==> src/rtl/pack_pkg.sv <==
`default_nettype none
// ============================================================================
//  Module : pack_pkg
//  Brief  : Constants and types shared by the Pack serializer and the Unpack
//           deserializer: frame geometry, sync word, FSM state type and a
//           32-bit popcount helper used for the preamble Hamming distance.
//  Ports  : none (package)
//  Rev    : 1.0  initial release
// ============================================================================
package pack_pkg;

    localparam int SIZE_BIT_PACK   = 1976;
    localparam int SIZE_INPUT_BIT  = 1;
    localparam int SIZE_OUTPUT_BIT = 8;
    localparam int SIZE_PREAMBLE   = 32;
    localparam logic [SIZE_PREAMBLE-1:0] PREAMBLE = 32'hCF80AA31;
    localparam int LENGTH_PAYLOAD  = (SIZE_BIT_PACK - SIZE_PREAMBLE) / SIZE_OUTPUT_BIT;
    localparam int BYTE_CNT_W      = $clog2(LENGTH_PAYLOAD);

    typedef enum logic {
        SEARCH  = 1'b0,
        COLLECT = 1'b1
    } unpack_state_t;

    function automatic logic [5:0] popcount32(input logic [31:0] v);
        logic [5:0] n;
        n = '0;
        for (int k = 0; k < 32; k++) begin
            n = n + {5'd0, v[k]};
        end
        return n;
    endfunction

endpackage
`default_nettype wire

==> src/rtl/byte_fifo.sv <==
`default_nettype none
// ============================================================================
//  Module : byte_fifo
//  Brief  : Synchronous first-word-fall-through FIFO. The head entry is always
//           presented on data_o while empty_o is low. Storage, pointers and
//           occupancy are all registers, so full_o/empty_o are registered
//           flags: a pop in the same cycle does not make room for a push.
//  Ports  : clk_i, rst_i (sync, active-high), push_i/data_i (write side),
//           pop_i (consume head), data_o (head entry), full_o, empty_o.
//  Rev    : 1.0  initial release
// ============================================================================
module byte_fifo #(
    parameter int WIDTH = 9,
    parameter int DEPTH = 4
) (
    input  logic             clk_i,
    input  logic             rst_i,
    input  logic             push_i,
    input  logic [WIDTH-1:0] data_i,
    input  logic             pop_i,
    output logic [WIDTH-1:0] data_o,
    output logic             full_o,
    output logic             empty_o
);

    localparam int AW = $clog2(DEPTH);
    localparam logic [AW:0] FULL_CNT = DEPTH[AW:0];

    logic [WIDTH-1:0] mem_q [DEPTH];
    logic [AW-1:0]    wr_ptr_q;
    logic [AW-1:0]    rd_ptr_q;
    logic [AW:0]      count_q;

    logic w_do_push;
    logic w_do_pop;

    assign full_o    = (count_q == FULL_CNT);
    assign empty_o   = (count_q == '0);
    assign w_do_push = push_i && !full_o;
    assign w_do_pop  = pop_i && !empty_o;
    assign data_o    = mem_q[rd_ptr_q];

    always_ff @(posedge clk_i) begin
        if (rst_i) begin
            wr_ptr_q <= '0;
            rd_ptr_q <= '0;
            count_q  <= '0;
            // Cleared so the head reads as zero straight after reset.
            for (int k = 0; k < DEPTH; k++) begin
                mem_q[k] <= '0;
            end
        end else begin
            if (w_do_push) begin
                mem_q[wr_ptr_q] <= data_i;
                wr_ptr_q        <= wr_ptr_q + AW'(1);
            end
            if (w_do_pop) begin
                rd_ptr_q <= rd_ptr_q + AW'(1);
            end
            case ({w_do_push, w_do_pop})
                2'b10:   count_q <= count_q + (AW+1)'(1);
                2'b01:   count_q <= count_q - (AW+1)'(1);
                default: count_q <= count_q;
            endcase
        end
    end

endmodule
`default_nettype wire

==> src/rtl/unpack.sv <==
`default_nettype none
// ============================================================================
//  Module : unpack
//  Brief  : Serial-to-byte deserializer. Hunts for the 32-bit sync word in the
//           incoming bit stream, then collects the 243-byte payload MSB first
//           into a small output FIFO and returns to hunting.
//  Ports  : i_clk, i_reset (sync, active-high)
//           i_data/i_valid_input/o_ready       serial bit input handshake
//           o_data/o_last/o_valid/i_ready_output byte output handshake
//           o_locked                            high while collecting payload
//  Rev    : 1.0  initial release
// ============================================================================
module unpack
    import pack_pkg::*;
#(
    parameter int MAX_SYNC_ERRORS = 0,
    parameter int FIFO_DEPTH      = 4
) (
    input  logic       i_clk,
    input  logic       i_reset,
    input  logic       i_data,
    input  logic       i_valid_input,
    output logic       o_ready,
    output logic [7:0] o_data,
    output logic       o_valid,
    input  logic       i_ready_output,
    output logic       o_last,
    output logic       o_locked
);

    unpack_state_t           state_q;
    logic [31:0]             shift_q;
    logic [31:0]             shift_d;
    logic [6:0]              acc_q;
    logic [2:0]              bit_cnt_q;
    logic [BYTE_CNT_W-1:0]   byte_cnt_q;

    logic       w_accept;
    logic       w_match;
    logic       w_byte_last;
    logic       w_push;
    logic       w_fifo_full;
    logic       w_fifo_empty;
    logic [8:0] w_fifo_rdata;

    assign shift_d     = {shift_q[30:0], i_data};
    assign w_match     = popcount32(shift_d ^ PREAMBLE) <= 6'(MAX_SYNC_ERRORS);
    assign w_byte_last = (byte_cnt_q == BYTE_CNT_W'(LENGTH_PAYLOAD - 1));

    // The eighth bit of a byte is held off while the FIFO is full, so a
    // completed byte always has a slot to land in.
    assign o_ready  = (state_q == SEARCH) || (bit_cnt_q != 3'd7) || !w_fifo_full;
    assign w_accept = i_valid_input && o_ready;
    assign w_push   = w_accept && (state_q == COLLECT) && (bit_cnt_q == 3'd7);

    always_ff @(posedge i_clk) begin
        if (i_reset) begin
            state_q    <= SEARCH;
            shift_q    <= '0;
            acc_q      <= '0;
            bit_cnt_q  <= '0;
            byte_cnt_q <= '0;
        end else if (w_accept) begin
            case (state_q)
                SEARCH: begin
                    shift_q <= shift_d;
                    if (w_match) begin
                        state_q    <= COLLECT;
                        bit_cnt_q  <= '0;
                        byte_cnt_q <= '0;
                    end
                end
                COLLECT: begin
                    acc_q <= {acc_q[5:0], i_data};
                    if (bit_cnt_q == 3'd7) begin
                        bit_cnt_q  <= '0;
                        byte_cnt_q <= byte_cnt_q + BYTE_CNT_W'(1);
                        if (w_byte_last) begin
                            // Clear the window so a following frame must
                            // present a full fresh sync word.
                            state_q <= SEARCH;
                            shift_q <= '0;
                        end
                    end else begin
                        bit_cnt_q <= bit_cnt_q + 3'd1;
                    end
                end
                default: state_q <= SEARCH;
            endcase
        end
    end

    byte_fifo #(
        .WIDTH (9),
        .DEPTH (FIFO_DEPTH)
    ) u_fifo (
        .clk_i   (i_clk),
        .rst_i   (i_reset),
        .push_i  (w_push),
        .data_i  ({w_byte_last, acc_q, i_data}),
        .pop_i   (i_ready_output),
        .data_o  (w_fifo_rdata),
        .full_o  (w_fifo_full),
        .empty_o (w_fifo_empty)
    );

    assign o_valid  = !w_fifo_empty;
    assign o_data   = w_fifo_rdata[7:0];
    assign o_last   = w_fifo_rdata[8];
    assign o_locked = (state_q == COLLECT);

endmodule
`default_nettype wire

==> config.mk <==
export PLATFORM = sky130hd
export DESIGN_NAME = unpack
export DESIGN_NICKNAME = d
export VERILOG_FILES = /design/src/rtl/pack_pkg.sv /design/src/rtl/byte_fifo.sv /design/src/rtl/unpack.sv
export SDC_FILE = /design/constraint.sdc
export NUM_CORES = 1
export LEC_CHECK = 0
export BUFFER_PORTS_ARGS = -buffer_cell sky130_fd_sc_hd__buf_2
export CAP_MARGIN = 20
export CORE_ASPECT_RATIO = 1.75
export CORE_MARGIN = 3
export CORE_UTILIZATION = 40
export DETAILED_ROUTE_END_ITERATION = 16
export SLEW_MARGIN = 20
export SYNTH_ARGS = -nofsm -noshare
export SYNTH_HDL_FRONTEND = slang
export SYNTH_SLANG_ARGS = --single-unit
==> constraint.sdc <==
create_clock -name i_clk -period 10.6 [get_ports i_clk]
set_input_delay 3.18 -clock i_clk [delete_from_list [all_inputs] [get_ports i_clk]]
set_output_delay 3.18 -clock i_clk [all_outputs]
set_load 0.005 [all_outputs]
==> impl_metrics.tcl, run 1 <==
set metrics [dict create \
    ctsResizeCount 0 \
    ys_seq_area_share_pct 48.34 \
    synthArstFlopShare_pct 0 \
    grtUsageMet2_pct 27.49 \
    ys_warn_count 0 \
    fin_crit_ns 6.873 \
    cp.arrival_ns 7.07 \
    synthDistinctLibCells 43 \
    synth_common_cells "59 x dfxtp_1, 54 x inv_1, 40 x nand2b_1" \
    critical_path_buf_inv_count 4 \
    worst-path-max-fanout 8 \
    cap_viol_max_count 0 \
    path_cells "buf_2 -> inv_1 -> fa_1 -> fa_1 -> fa_1 -> inv_1 -> fa_1 -> inv_1 -> ha_1 -> fa_1 -> a2111oi_4 -> nand2_2 -> o21ai_4 -> a311oi_1" \
    max_freq_ghz 0.1455 \
    crit_type "primary input to flop" \
    status "finished clean" \
    clock-sinks 95 \
    stdcell_count 567 \
    synth_cells 418 \
    powerDensity_mw_per_mm2 148.8 \
    dpl-instance-area_mm2 0.004875 \
    hold_violations 0 \
    min_from "bit_cnt_q[2]" \
    initial_core_util_pct 41.43 \
    fin_total_pwr_mw 0.7727 \
    coreArea_mm2 0.01129 \
    finClkSkew_ns 0.008638 \
    ys_seq_elements 95 \
    area_growth_pct 10.99 \
    synth_nets 460 \
    clock_tree.buffer_depth 2 \
    die_x_um 87.76 \
    routabilityCongestion 0.7980 \
    die_y_um 149.1 \
    drive_gt1_share_pct 12.87 \
    hold_ws_ns 0.4817 \
    synth_area_mm2 0.004679 \
    grt_overflow 0 \
    path_delay_family "adder cells" \
    hold_path_class "flop to flop" \
    clk_pin_slew_ns 0.07 \
    grt_pass1_vias 3033 \
    final_nets 472 \
    busiest_layer "met2" \
    tns_ns 0 \
    nFillCells 1006 \
    rsz0062_at_grt "false" \
    rows 51 \
    irDropWorstVdd_mv 0.09023 \
    avgSynthCellArea_um2 11.19 \
    drv_slew 0 \
    htree_num_levels 3 \
    ant_nets 0 \
    cts_hold_buf 0 \
    post-place-ws_ns 3.364 \
    synthFlopType "dfxtp_1" \
    grt_pass1_wl_um 14350 \
    post-route-period-util_pct 64.84 \
    use_met1_pct 14.35 \
    drt_wl_total_um 8709 \
    antenna_cells 0 \
    synth_top_area_share_pct 25.24 \
    grt_max_degree 69 \
    drc 0 \
    cts_setup_buffers 0 \
    setup_viol 0 \
    yosys-top-cells-area "dfxtp_1 25%, edfxtp_1 23%, fa_1 11%" \
    critPathRequiredTime_ns 10.80 \
    critPathSlowestCell "fa_1" \
    dp_cells 551 \
    postLayoutCoreUtil_pct 45.98 \
    p_leak_nw 1.889 \
    ioPinCount 17 \
    crit_top_cell "fa_1" \
    grt_use_total_pct 14.47 \
    synth.most_common_cell "dfxtp_1" \
    cts_tree "yes" \
    design.die.area_mm2 0.01308 \
    clk_latency_ns 0.34 \
    post_drt_wl_per_cell_um 15.36 \
    port_buffers 16 \
    r2r-start "shift_q[0]" \
    yosysTopAreaCell "dfxtp_1" \
    crit_path_start "i_data" \
    drt_iter0_markers 131 \
    crit_path_start_kind "primary input" \
    synth_edf_count 36 \
    critPathCaptureType "flop" \
    setup_ws_ns 3.727 \
    fin_area_mm2 0.005194 \
    first_pass_iters 6 \
    grt_use_met3_pct 3.483 \
    vias_per_cell 5.122 \
    dr_total_vias 2904 \
    cts_buffers 9 \
    worst_slew_pin_slew_ns 0.9685 \
    max_slew_margin_pct 35.30 \
    max_stage_delay_ns 0.51 \
    dp.final_hpwl_um 6469 \
    antenna_found_initial 0 \
    root_buffer "clkbuf_16" \
]
==> power breakdown <==
part | switching, mW | internal [mW] | leakage, nW
clock network | 0.143 | 0.193 | 0.153
logic | 0.0294 | 0.0206 | 0.907
registers | 0.00225 | 0.384 | 0.829
total | 0.174 | 0.598 | 1.89
==> area by class of cell <==
class / instances / area (um^2) / share of cell area (%)
tap: 132 / 165.2 / 3.180
multi-input combinational: 251 / 2148 / 41.36
timing repair buffer: 18 / 95.09 / 1.831
inverter: 55 / 206.4 / 3.975
sequential: 95 / 2262 / 43.56
clock buffer: 10 / 239.0 / 4.601
clock inverter: 6 / 77.57 / 1.494
==> layer usage <==
metal | wire, um | vias up
met2 | 5025 | 36
li1 | - | 1458
met1 | 3255 | 1400
met4 | 176 | 0
met5 | 0 | -
met3 | 252 | 10
==> cells in the final DEF (no fill, tap or decap), types with 3 or more instances in the layout <==
| master | n |
|---|---|
| fa_1 | 25 |
| nor2_1 | 24 |
| and2_1 | 30 |
| edfxtp_1 | 36 |
| mux4_2 | 9 |
| buf_2 | 16 |
| nand3_1 | 5 |
| o21ai_0 | 3 |
| nand2_1 | 10 |
| dfxtp_1 | 59 |
| o22ai_1 | 31 |
| mux2i_1 | 7 |
| ha_1 | 12 |
| o32ai_1 | 4 |
| a21oi_1 | 8 |
| nand2b_1 | 40 |
| clkbuf_16 | 9 |
| a311oi_1 | 4 |
| nor3_1 | 5 |
| xor2_1 | 4 |
| inv_1 | 54 |
==> cell families (layout without fill, tap and decap cells) <==
group	count (synthesis)	after routing	share of synthesized area [%]
AOI/OAI and AO/OA	64	64	9.679
xor gates and xnor gates	6	6	1.123
adders and majority gates	37	37	13.90
buffers and inverters	72	89	5.882
DFF	95	95	48.34
muxes	16	16	5.829
and+or+nand+nor	128	128	15.24
==> worst paths after layout <==
| kind | slack [ns] | cells after the start | end |
|---|---|---|---|
| max reg2reg | 5.37 | 16 | byte_cnt_q[7] |
| min reg2reg | 0.48 | 2 | bit_cnt_q[2] |
| max | 3.73 | 14 | byte_cnt_q[7] |
| min | 0.48 | 2 | bit_cnt_q[2] |
==> worst reg2reg max path: stages, from the launching register on <==
cell and delay, ns:
dfxtp_1 0.33, fa_1 0.55, inv_1 0.06, fa_1 0.48
fa_1 0.51, inv_1 0.05, fa_1 0.47, fa_1 0.51
inv_1 0.05, fa_1 0.47, inv_1 0.04, ha_1 0.20
fa_1 0.43, a2111oi_4 0.41, nand2_2 0.13, o21ai_4 0.26
a311oi_1 0.15
==> flip-flops by register name, indices dropped and copies added, names as in the netlist, named ones only <==
signal           cells
o_locked             1
bit_cnt_q            3
u_fifo.count_q       3
u_fifo.rd_ptr_q      2
shift_q             31
acc_q                7
byte_cnt_q           8
u_fifo.wr_ptr_q      2
u_fifo.mem_q        36
(Power assumes the default switching activity.)
==> run 2: changes to the inputs <==
- ABC_AREA: not set -> 1
- clock period: 10.6 -> 6.2 ns (I/O delays scaled with it)
==> impl_metrics.tcl, run 2 <==
set metrics [dict create \
    cts_setup_buffers 0 \
    r2r-start "shift_q[11]" \
    die_y_um 153.9 \
    antenna_cells 0 \
    cap_viol_max_count 0 \
    drive_gt1_share_pct 19.68 \
    top_regs "u_fifo.mem_q (36), shift_q (31), byte_cnt_q (8)" \
    regMostFlops "u_fifo.mem_q" \
    synthDistinctLibCells 34 \
    whs_endpoint "shift_q[30]" \
    largest_register_ffs 36 \
    grt_max_degree 41 \
    clk_pin_slew_ns 0.07 \
    layout_commonest_cell "inv_1" \
    synthArstFlopShare_pct 0 \
    ys_seq_area_share_pct 45.25 \
    synth.most_common_cell "inv_1" \
    fin_crit_ns 5.589 \
    cts_tree "yes" \
    min_from "shift_q[30]" \
    p_int_mw 1.027 \
    hold_path_class "flop to flop" \
    p_comb_share_pct 10.3 \
    area_growth_pct 9.384 \
    swShare_pct 25.44 \
    clk_latency_ns 0.35 \
    first_pass_iters 4 \
    coreArea_mm2 0.01214 \
    die_x_um 90.52 \
    rows 53 \
    power_frac_clock_pct 40.3 \
    worst_slew_pin_slew_ns 0.6446 \
    ys_seq_elements 95 \
    antenna_found_initial 0 \
    synth_common_cells "83 x inv_1, 73 x nand2_1, 59 x dfxtp_1, 59 x nor2_1, 37 x o21ai_0" \
    synth_area_mm2 0.005000 \
    drt_iter0_markers 146 \
    stdcell_count 724 \
    hold_violations 0 \
    initial_core_util_pct 41.20 \
    dr_total_vias 3493 \
    yosysTopAreaCell "dfxtp_1" \
    rsz0062_at_grt "false" \
    clock-sinks 95 \
    post_drt_wl_per_cell_um 13.72 \
    status "finished clean" \
    max_freq_ghz 0.1789 \
    root_buffer "clkbuf_16" \
    r2r_setup_slack_ns 0.83 \
    ys_warn_count 0 \
    worst-path-max-fanout 8 \
    ioPinCount 17 \
    clock_tree.buffer_depth 2 \
    final_nets 596 \
    routabilityCongestion 0.7999 \
    ant_nets 0 \
    max_slew_margin_pct 56.98 \
    p_sw_mw 0.3504 \
    min_path_cells 2 \
    finClkSkew_ns 0.01013 \
    port_buffers 16 \
    irDropWorstVdd_mv 0.1372 \
    crit_type "primary input to flop" \
    design.die.area_mm2 0.01393 \
    cp.arrival_ns 5.81 \
    grt_use_total_pct 15.22 \
    post-route-period-util_pct 90.15 \
    synthFlopType "dfxtp_1" \
    cts_buffers 9 \
    synth_nets 584 \
    drt_wl_total_um 9935 \
    dp.final_hpwl_um 7410 \
    tns_ns 0 \
    grt_pass1_wl_um 17250 \
    synth_cells 542 \
    r2r-end "byte_cnt_q[1]" \
    grt_pass1_vias 3599 \
    powerDensity_mw_per_mm2 251.8 \
    critPathRequiredTime_ns 6.42 \
    dp_cells 708 \
    cts_hold_buf 0 \
    power.share.sequential_pct 49.4 \
    layout_common_cells "83 x inv_1, 73 x nand2_1, 59 x nor2_1, 59 x dfxtp_1, 37 x o21ai_0" \
    synth_top_area_share_pct 23.62 \
    p_leak_nw 2.058 \
    vias_per_cell 4.825 \
    critPathCaptureType "flop" \
    drc 0 \
    avgSynthCellArea_um2 9.225 \
    htree_num_levels 3 \
    drv_slew 0 \
    ff2ff_path_depth 20 \
    grt_overflow 0 \
    synth_edf_count 36 \
    ctsResizeCount 0 \
    yosys-top-cells-area "dfxtp_1 24%, edfxtp_1 22%, fa_1 10%" \
    crit_path_start_kind "primary input" \
    setup_viol 0 \
]
==> run 2: metal layers <==
metal  global-route usage [%]  share of wire [%]  routed length (um)  vias to the layer above
met5                        0                  0                   0                        -
met4                    5.990                2.5                 252                        0
met3                    2.447                2.1                 207                       19
met2                    30.02                 57                5698                       43
met1                    15.56                 38                3776                     1679
li1                         -                  -                   -                     1752
==> run 2: worst max path at each step <==
stage                      start       endpoint  slack [ns]  depth (start not counted)
final                     i_data  byte_cnt_q[1]        0.61                         18
after global routing      i_data  byte_cnt_q[1]        0.32                         18
after CTS                 i_data  byte_cnt_q[1]        0.58                         18
after detailed placement  i_data  byte_cnt_q[1]        0.24                         18
after global placement    i_data  byte_cnt_q[0]        0.37                         18
after floorplan           i_data  byte_cnt_q[0]        0.73                         17
==> run 2: through the flow <==
step,hold slack [ns],worst slack [ns],cell area [um^2],power [mW],util [%]
floorplan,0.4421,0.7315,5000,0.8017,-
global placement,0.4535,0.3719,5172,0.8334,42.62
detailed placement,0.4617,0.2355,5172,0.8387,42.62
CTS,0.4736,0.5804,5469,1.389,45.07
global route,0.4980,0.3184,5469,1.436,45.07
finish,0.4724,0.6106,5469,1.377,45.07
==> run 2: logic make-up after synthesis <==
kind of cell               after synthesis  share of synthesized area [%]
AOI/OAI and AO/OA                      103                          12.91
xor gates and xnor gates                 3                         0.5256
adders and majority gates               37                          13.01
buffers and inverters                  106                          9.410
DFF                                     95                          45.25
and+or+nand+nor                        198                          18.89
==> run 2: cell type report <==
class                           count  area (um^2)
Clock inverter                      7        71.32
Inverter                           87        326.6
Sequential cell                    95         2262
Fill cell                        1195         6666
Clock buffer                        9        225.2
Multi-Input combinational cell    341         2267
Timing Repair Buffer               20        110.1
Tap cell                          165        206.4
==> run 2: worst max-delay path, cell delays in order <==
cell	delay [ns]
buf_2	0.11
inv_1	0.09
fa_1	0.56
fa_1	0.43
fa_1	0.52
inv_1	0.05
fa_1	0.47
inv_1	0.04
ha_1	0.20
fa_1	0.44
nor2_1	0.10
nand2_1	0.06
nor2_1	0.12
nand3_1	0.10
nand2_1	0.23
nand2_1	0.20
nand3_1	0.11
o21ai_0	0.10
==> run 2: power groups by stage <==
stage	Clock [mW]	Sequential (mW)	Combinational, mW
finish	0.555	0.680	0.142
global route	0.589	0.683	0.165
CTS	0.564	0.681	0.145
detailed placement	0	0.695	0.144
global placement	0	0.694	0.140
floorplan	0	0.685	0.117
